<file path="src/rtl/uart_out_arbiter_if.sv">
// uart_out_arbiter_if: request/response bundle between the character producers,
// the bench-side output strobe and the arbiter.
//   req_valid/req_ch/req_ready : per-requester push handshake (req_ch packed [N_REQ][8])
//   out_stall                  : hold off output pops
//   uart_out_valid/ch/src      : one-cycle char strobe with its source index
//   lock_busy/timeout_pulse    : arbiter status
// slave modport = arbiter side, master modport = producers/bench side.
interface uart_out_arbiter_if #(
  parameter int N_REQ = 4,
  parameter int ID_W  = $clog2(N_REQ)
);
  logic [N_REQ-1:0]      req_valid;
  logic [N_REQ-1:0][7:0] req_ch;
  logic [N_REQ-1:0]      req_ready;
  logic                  out_stall;
  logic                  uart_out_valid;
  logic [7:0]            uart_out_ch;
  logic [ID_W-1:0]       uart_out_src;
  logic                  lock_busy;
  logic                  timeout_pulse;

  modport slave (
    input  req_valid, req_ch, out_stall,
    output req_ready, uart_out_valid, uart_out_ch, uart_out_src, lock_busy, timeout_pulse
  );

  modport master (
    output req_valid, req_ch, out_stall,
    input  req_ready, uart_out_valid, uart_out_ch, uart_out_src, lock_busy, timeout_pulse
  );
endinterface

</file>
<file path="src/rtl/uart_out_arbiter.sv">
// uart_out_arbiter: shares the single simulation UART output channel among N_REQ
// character producers. Each producer is buffered in a private FIFO; the channel is
// granted round-robin and held for a whole line (until a popped 8'h0A), so lines from
// different sources never interleave. An owner that stays empty for LOCK_TIMEOUT
// consecutive unstalled cycles loses the lock (timeout_pulse).
// Ports:
//   clock : rising-edge clock
//   reset : asynchronous active-low reset
//   bus   : uart_out_arbiter_if.slave (request handshake, output strobe, status)

// Per-requester FIFO lane. Count-based full/empty, no bypass: a char pushed at edge k
// is visible at the head only after that edge.
module uart_out_fifo #(
  parameter int DEPTH = 8
) (
  input  logic       clock,
  input  logic       reset,
  input  logic       push,
  input  logic [7:0] din,
  input  logic       pop,
  output logic [7:0] head,
  output logic       empty,
  output logic       ready
);
  localparam int              AW       = $clog2(DEPTH);
  localparam logic [AW:0]     FULL_CNT = (AW+1)'(DEPTH);

  logic [7:0]    mem [DEPTH];
  logic [AW-1:0] wr_ptr, rd_ptr;
  logic [AW:0]   count;
  logic          do_push;

  // Full refuses a push even if a pop happens in the same cycle.
  assign ready   = (count != FULL_CNT);
  assign empty   = (count == '0);
  assign do_push = push & ready;
  assign head    = mem[rd_ptr];

  // Storage needs no reset; only the pointers/count define validity.
  always_ff @(posedge clock) begin
    if (do_push) mem[wr_ptr] <= din;
  end

  // Pointers are AW bits wide, so wrap modulo DEPTH is implicit (DEPTH is a power of two).
  always_ff @(posedge clock or negedge reset) begin
    if (!reset) begin
      wr_ptr <= '0;
      rd_ptr <= '0;
      count  <= '0;
    end else begin
      if (do_push) wr_ptr <= wr_ptr + 1'b1;
      if (pop)     rd_ptr <= rd_ptr + 1'b1;
      unique case ({do_push, pop})
        2'b10:   count <= count + 1'b1;
        2'b01:   count <= count - 1'b1;
        default: ;
      endcase
    end
  end
endmodule

module uart_out_arbiter #(
  parameter int N_REQ        = 4,
  parameter int FIFO_DEPTH   = 8,
  parameter int LOCK_TIMEOUT = 256,
  parameter int ID_W         = $clog2(N_REQ)
) (
  input logic                 clock,
  input logic                 reset,
  uart_out_arbiter_if.slave   bus
);
  localparam int                TW      = $clog2(LOCK_TIMEOUT + 1);
  localparam logic [TW-1:0]     T_LAST  = TW'(LOCK_TIMEOUT - 1);
  localparam logic [ID_W:0]     N_W     = (ID_W+1)'(N_REQ);
  localparam logic [ID_W-1:0]   LAST_ID = ID_W'(N_REQ - 1);
  localparam logic [7:0]        NL      = 8'h0A;

  typedef enum logic {IDLE, LOCKED} state_t;

  state_t                state;
  logic [ID_W-1:0]       owner, rr_ptr;
  logic [TW-1:0]         tcnt;

  logic [N_REQ-1:0]      empty, rdy, pop_vec;
  logic [N_REQ-1:0][7:0] head;
  logic [7:0]            owner_head;
  logic                  pop;

  logic [ID_W-1:0]       sel;
  logic                  sel_vld;
  logic [ID_W:0]         idx;

  logic                  out_valid, lock_q, tpulse;
  logic [7:0]            out_ch;
  logic [ID_W-1:0]       out_src;

  // Per-requester FIFO lanes.
  for (genvar i = 0; i < N_REQ; i++) begin : g_fifo
    uart_out_fifo #(.DEPTH(FIFO_DEPTH)) u_fifo (
      .clock (clock),
      .reset (reset),
      .push  (bus.req_valid[i]),
      .din   (bus.req_ch[i]),
      .pop   (pop_vec[i]),
      .head  (head[i]),
      .empty (empty[i]),
      .ready (rdy[i])
    );
  end

  // Round-robin pick: first non-empty lane scanning rr_ptr, rr_ptr+1, ... mod N_REQ.
  // idx carries one extra bit so the wrap works for non-power-of-two N_REQ.
  always_comb begin
    sel     = '0;
    sel_vld = 1'b0;
    idx     = '0;
    for (int i = 0; i < N_REQ; i++) begin
      idx = {1'b0, rr_ptr} + (ID_W+1)'(i);
      if (idx >= N_W) idx = idx - N_W;
      if (!sel_vld && !empty[idx[ID_W-1:0]]) begin
        sel     = idx[ID_W-1:0];
        sel_vld = 1'b1;
      end
    end
  end

  assign owner_head = head[owner];
  assign pop        = (state == LOCKED) && !bus.out_stall && !empty[owner];

  always_comb begin
    pop_vec        = '0;
    pop_vec[owner] = pop;
  end

  // Arbiter FSM with registered outputs. The output strobe lags the pop edge by one
  // cycle; the lock ends on the edge that pops a newline or when the idle counter
  // has seen LOCK_TIMEOUT consecutive empty, unstalled owner cycles.
  always_ff @(posedge clock or negedge reset) begin
    if (!reset) begin
      state     <= IDLE;
      owner     <= '0;
      rr_ptr    <= '0;
      tcnt      <= '0;
      out_valid <= 1'b0;
      out_ch    <= '0;
      out_src   <= '0;
      lock_q    <= 1'b0;
      tpulse    <= 1'b0;
    end else begin
      out_valid <= pop;
      tpulse    <= 1'b0;
      if (pop) begin
        out_ch  <= owner_head;
        out_src <= owner;
      end
      unique case (state)
        IDLE: begin
          if (sel_vld) begin
            owner  <= sel;
            rr_ptr <= (sel == LAST_ID) ? '0 : sel + 1'b1;
            state  <= LOCKED;
            lock_q <= 1'b1;
            tcnt   <= '0;
          end
        end
        LOCKED: begin
          // Stall freezes everything, including the idle counter.
          if (!bus.out_stall) begin
            if (pop) begin
              tcnt <= '0;
              if (owner_head == NL) begin
                state  <= IDLE;
                lock_q <= 1'b0;
              end
            end else if (tcnt == T_LAST) begin
              state  <= IDLE;
              lock_q <= 1'b0;
              tpulse <= 1'b1;
              tcnt   <= '0;
            end else begin
              tcnt <= tcnt + 1'b1;
            end
          end
        end
        default: state <= IDLE;
      endcase
    end
  end

  assign bus.req_ready      = rdy;
  assign bus.uart_out_valid = out_valid;
  assign bus.uart_out_ch    = out_ch;
  assign bus.uart_out_src   = out_src;
  assign bus.lock_busy      = lock_q;
  assign bus.timeout_pulse  = tpulse;
endmodule

</file>
<file path="src/flat_wrapper.sv">
// flat-port wrapper written by rule: the top's interface ports become plain ports
module uart_out_arbiter_flat 
#(
  parameter int N_REQ        = 4,
  parameter int FIFO_DEPTH   = 8,
  parameter int LOCK_TIMEOUT = 256,
  parameter int ID_W         = $clog2(N_REQ)
)
  (clock, reset, bus_req_valid, bus_req_ch, bus_out_stall, bus_req_ready, bus_uart_out_valid, bus_uart_out_ch, bus_uart_out_src, bus_lock_busy, bus_timeout_pulse);
  uart_out_arbiter_if #(.N_REQ(N_REQ), .ID_W(ID_W)) bus_i ();
  input logic clock;
  input logic reset;
  input wire logic [$bits(bus_i.req_valid)-1:0] bus_req_valid;
  input wire logic [$bits(bus_i.req_ch)-1:0] bus_req_ch;
  input wire logic [$bits(bus_i.out_stall)-1:0] bus_out_stall;
  output wire logic [$bits(bus_i.req_ready)-1:0] bus_req_ready;
  output wire logic [$bits(bus_i.uart_out_valid)-1:0] bus_uart_out_valid;
  output wire logic [$bits(bus_i.uart_out_ch)-1:0] bus_uart_out_ch;
  output wire logic [$bits(bus_i.uart_out_src)-1:0] bus_uart_out_src;
  output wire logic [$bits(bus_i.lock_busy)-1:0] bus_lock_busy;
  output wire logic [$bits(bus_i.timeout_pulse)-1:0] bus_timeout_pulse;
  assign bus_i.req_valid = bus_req_valid;
  assign bus_i.req_ch = bus_req_ch;
  assign bus_i.out_stall = bus_out_stall;
  assign bus_req_ready = bus_i.req_ready;
  assign bus_uart_out_valid = bus_i.uart_out_valid;
  assign bus_uart_out_ch = bus_i.uart_out_ch;
  assign bus_uart_out_src = bus_i.uart_out_src;
  assign bus_lock_busy = bus_i.lock_busy;
  assign bus_timeout_pulse = bus_i.timeout_pulse;
  uart_out_arbiter #(.N_REQ(N_REQ), .FIFO_DEPTH(FIFO_DEPTH), .LOCK_TIMEOUT(LOCK_TIMEOUT), .ID_W(ID_W)) u_core (.clock(clock), .reset(reset), .bus(bus_i));
endmodule
</file>
<file path="config.mk">
export PLATFORM = sky130hd
export DESIGN_NAME = uart_out_arbiter_flat
export DESIGN_NICKNAME = d
export VERILOG_FILES = /design/src/rtl/uart_out_arbiter_if.sv /design/src/rtl/uart_out_arbiter.sv /design/src/flat_wrapper.sv
export SDC_FILE = /design/constraint.sdc
export NUM_CORES = 1
export LEC_CHECK = 0
export ABC_AREA = 1
export ABC_CLOCK_PERIOD_IN_PS = 5600
export CORE_MARGIN = 2
export CORE_UTILIZATION = 60
export DETAILED_ROUTE_END_ITERATION = 6
export PLACE_DENSITY = 0.84
export SETUP_SLACK_MARGIN = 0.2
export SLEW_MARGIN = 30
export SYNTH_ARGS = -nofsm -noshare
export SYNTH_HDL_FRONTEND = slang
export SYNTH_SLANG_ARGS = --single-unit
</file>
<file path="constraint.sdc">
create_clock -name clock -period 5.6 [get_ports clock]
set_clock_uncertainty 0.2 [all_clocks]
set_input_delay 1.12 -clock clock [delete_from_list [all_inputs] [get_ports clock]]
set_output_delay 1.12 -clock clock [all_outputs]
set_load 0.02 [all_outputs]
</file>
==> results.cfg <==
[detailed_routing]
routedWlPerCell_um = 17.2
first_pass_iters = 6
drt-initial-drc-count = 1100
viasPerCell = 5.59
drtAntennaViolNets = 0
routed_wl_um = 31300
drc_errors = 0
num_vias = 10200

[finish]
antenna_cells = 0
drive_gt1_share_pct = 6.52
nNetsFinal = 1539
area_growth_pct = 13.1
nFillCells = 1618
fin_area_mm2 = 0.0164
fin_util_pct = 69.6

[cts]
clock_path_buffers = 3
ctsResizeCount = 0
hold_buffers = 0
cts_setup_buffers = 0
cts_tree = yes
htreeDepth = 2
clock_sinks = 323
cts_buffers = 34
clk_pin_slew_ns = 0.06
clkLatencyLatePin_ns = 0.52
clockRootBuffer = clkbuf_16

[floorplan]
initial_utilization_pct = 61.5
rows = 56
coreArea_mm2 = 0.0236
die_w_um = 160
die-area_mm2 = 0.0255
num_io_pins = 56
die_h_um = 160

[placement]
dp_hpwl_um = 19700
numPortBuffers = 55
globalplace.congestion = 0.905
place_area_mm2 = 0.0152

[power]
max-vdd-ir-drop_uv = 295
p_per_area_mw_per_mm2 = 546
power.total_mw = 8.96
leakagePower_nw = 6.90

[worst_setup_path]
crit_path_frequent_cell = nor2_1
path_buf_inv = 1
path_class = primary input to register
crit_chain = clkdlybuf4s50_1, nor2_1, o21ai_1, nor2_2, nand2_2, nor2_2, ha_1, nor2_1, nor2_1, nand2_1, nor2_1, a31oi_1, a211oi_1, xor2_1
cp.required_ns = 5.85
crit_fanout = 22
cp-end-kind = register
startpoint_type = primary input
cp.arrival_ns = 3.81
crit_family = simple AND/OR/NAND/NOR gates
max_stage_delay_ns = 0.46
critPathSlowestCell = clkdlybuf4s50_1

[synth]
syn-num-nets = 1496
synthTopCellsByArea = edfxtp_1 53%, nand2_1 12%, dfrtp_1 12%
ys.flop_type = edfxtp_1
yosysTopAreaCell = edfxtp_1
synth_edf_count = 256
synth_cell_types = 45
yosysWarnings = 0
ys_seq_elements = 323
seq_area_frac_synth_pct = 64.5
synth_common_cells = 464 x nand2_1, 256 x edfxtp_1, 162 x nand3_1
netlist_instances = 1436
syn_avg_cell_area_um2 = 10.1
ys_async_sr_fraction_pct = 20.7
yosysMostFrequentCell = nand2_1
yosys.area.top_type_share_pct = 52.9
synth_area_mm2 = 0.0145

[run_status]
outcome = finished clean

[sta]
rsz0062_at_grt = no
tightestPinTransition_ns = 0.999
max_freq_ghz = 0.280
layout_min_cycle_time_ns = 3.57
setup_tns_ns = 0
hold_viol_final = 0
setup_violations = 0
fin_crit_sh_pct = 63.7
drv_slew = 0
timing.slew.headroom_pct = 33.1

[global_route]
grt.total_usage_pct = 24.8
grt_pass1_vias = 9936
grt_overflow = 0
grt_max_degree = 68
antenna_found_initial = 0
grt_pass1_wl_um = 50200

[hold_path]
hp-class = register to register

[flow_run]
cap_violations = 0
## area by class of cell
cell class	instances	area, µm²	area share, %
clock buffers	44	952	5.80
clock inverters	17	245	1.49
well taps	319	399	2.43
inverters	160	601	3.66
repair buffers	59	591	3.59
flip-flops and latches	323	9370	57.0
multi-input cells	901	4280	26.0
## cell usage in the layout, fill, tap and decap left out, types with 3 or more instances in the layout
cell type / synthesis / layout
a211oi_1: 4 / 4
clkinv_2: 0 / 4
nor2_1: 104 / 103
a21oi_1: 9 / 9
nand3_2: 3 / 3
o21ai_1: 7 / 7
clkdlybuf4s50_1: 0 / 54
ha_1: 21 / 21
nor3_1: 3 / 3
nand4_1: 9 / 9
a31oi_1: 6 / 6
inv_1: 148 / 147
nand3_1: 162 / 162
nor2_2: 4 / 5
o21ai_0: 37 / 37
xnor2_1: 11 / 11
bufinv_16: 0 / 6
edfxtp_1: 256 / 256
o21ai_2: 8 / 8
clkbuf_16: 0 / 37
inv_2: 7 / 7
clkinv_1: 5 / 9
nor2_4: 3 / 3
clkbuf_1: 4 / 7
dfrtp_1: 67 / 66
inv_6: 0 / 3
xor2_1: 21 / 21
nand2_1: 464 / 464
buf_4: 8 / 4
mux2_2: 4 / 4
or2_2: 4 / 4
## path summary, 6_finish.rpt
kind / startpoint / to / slack [ns] / cells past startpoint
min: u_core.g_fifo[2].u_fifo.count[3]$_DFFE_PN0P_ / u_core.g_fifo[2].u_fifo.count[3]$_DFFE_PN0P_ / 0.30 / 1
max reg2reg: u_core.owner[1]$_DFFE_PN0P_ / u_core.g_fifo[3].u_fifo.count[3]$_DFFE_PN0P_ / 2.18 / 15
min in group asynchronous: reset / u_core.g_fifo[2].u_fifo.count[3]$_DFFE_PN0P_ / 0.31 / 1
min reg2reg: u_core.g_fifo[2].u_fifo.count[3]$_DFFE_PN0P_ / u_core.g_fifo[2].u_fifo.count[3]$_DFFE_PN0P_ / 0.30 / 1
max: bus_out_stall / u_core.g_fifo[3].u_fifo.count[3]$_DFFE_PN0P_ / 2.03 / 14
max in group asynchronous: reset / u_core.g_fifo[0].u_fifo.wr_ptr[1]$_DFFE_PN0P_ / 4.33 / 2
## report_power, final
part           total, mW  internal (mW)  switching, mW
logic               3.02          0.989           2.03
clock network       2.39           1.49          0.908
registers           3.55           3.11          0.443
## worst reg2reg max path, stage by stage, from the launching register on
cell and delay (ns):
dfrtp_1 0.47, nor2_2 0.51, nand4_1 0.15, o21ai_1 0.17, nor2_2 0.07, nand2_2 0.36, nor2_2 0.16, ha_1 0.28
nand2_1 0.11, inv_1 0.04, nor2_1 0.13, nand2_1 0.08, nor2_1 0.15, a31oi_1 0.06, a211oi_1 0.24, xor2_1 0.16
## routing by layer
layer | share of wire, % | vias to the layer above | GRT usage [%] | wire length (µm)
li1 | - | 4808 | - | -
met2 | 51 | 468 | 42.5 | 15800
met3 | 7.4 | 91 | 4.12 | 2330
met4 | 3.0 | 0 | 8.80 | 935
met1 | 39 | 4826 | 32.2 | 12200
met5 | 0 | - | 0 | 0
## metrics by stage
step	hold slack, ns	worst slack, ns	std cells
after floorplan	0.256	2.56	1436
after global routing	0.311	1.86	1823
after global placement	0.280	1.73	1761
after CTS	0.299	2.13	1822
after detailed placement	0.285	1.61	1761
final	0.303	2.03	1823
## cell families (layout without fill, tap and decap cells)
group	count (synthesis)	after routing	synth area share [%]
simple gates	763	763	22.0
compound gates	79	79	3.23
mux	5	5	0.379
fa+ha+maj	21	21	1.81
xor+xnor	33	33	2.04
buf+inv	212	280	6.10
flops	323	323	64.5
## flip-flops by register name (all words and copies together), names as in the netlist, named ones only
| signal | cells |
|---|---|
| u_core.rr_ptr | 1 |
| u_core.g_fifo.u_fifo.wr_ptr | 12 |
| u_core.owner | 2 |
| u_core.bus.uart_out_valid | 1 |
| u_core.bus.uart_out_src | 2 |
| u_core.g_fifo.u_fifo.rd_ptr | 12 |
| u_core.bus.timeout_pulse | 1 |
| u_core.state | 1 |
| u_core.g_fifo.u_fifo.count | 16 |
| u_core.tcnt | 9 |
| u_core.bus.lock_busy | 1 |
| u_core.bus.uart_out_ch | 8 |
| u_core.g_fifo.u_fifo.mem | 256 |
No activity file was read; power rests on OpenSTA's default activity.
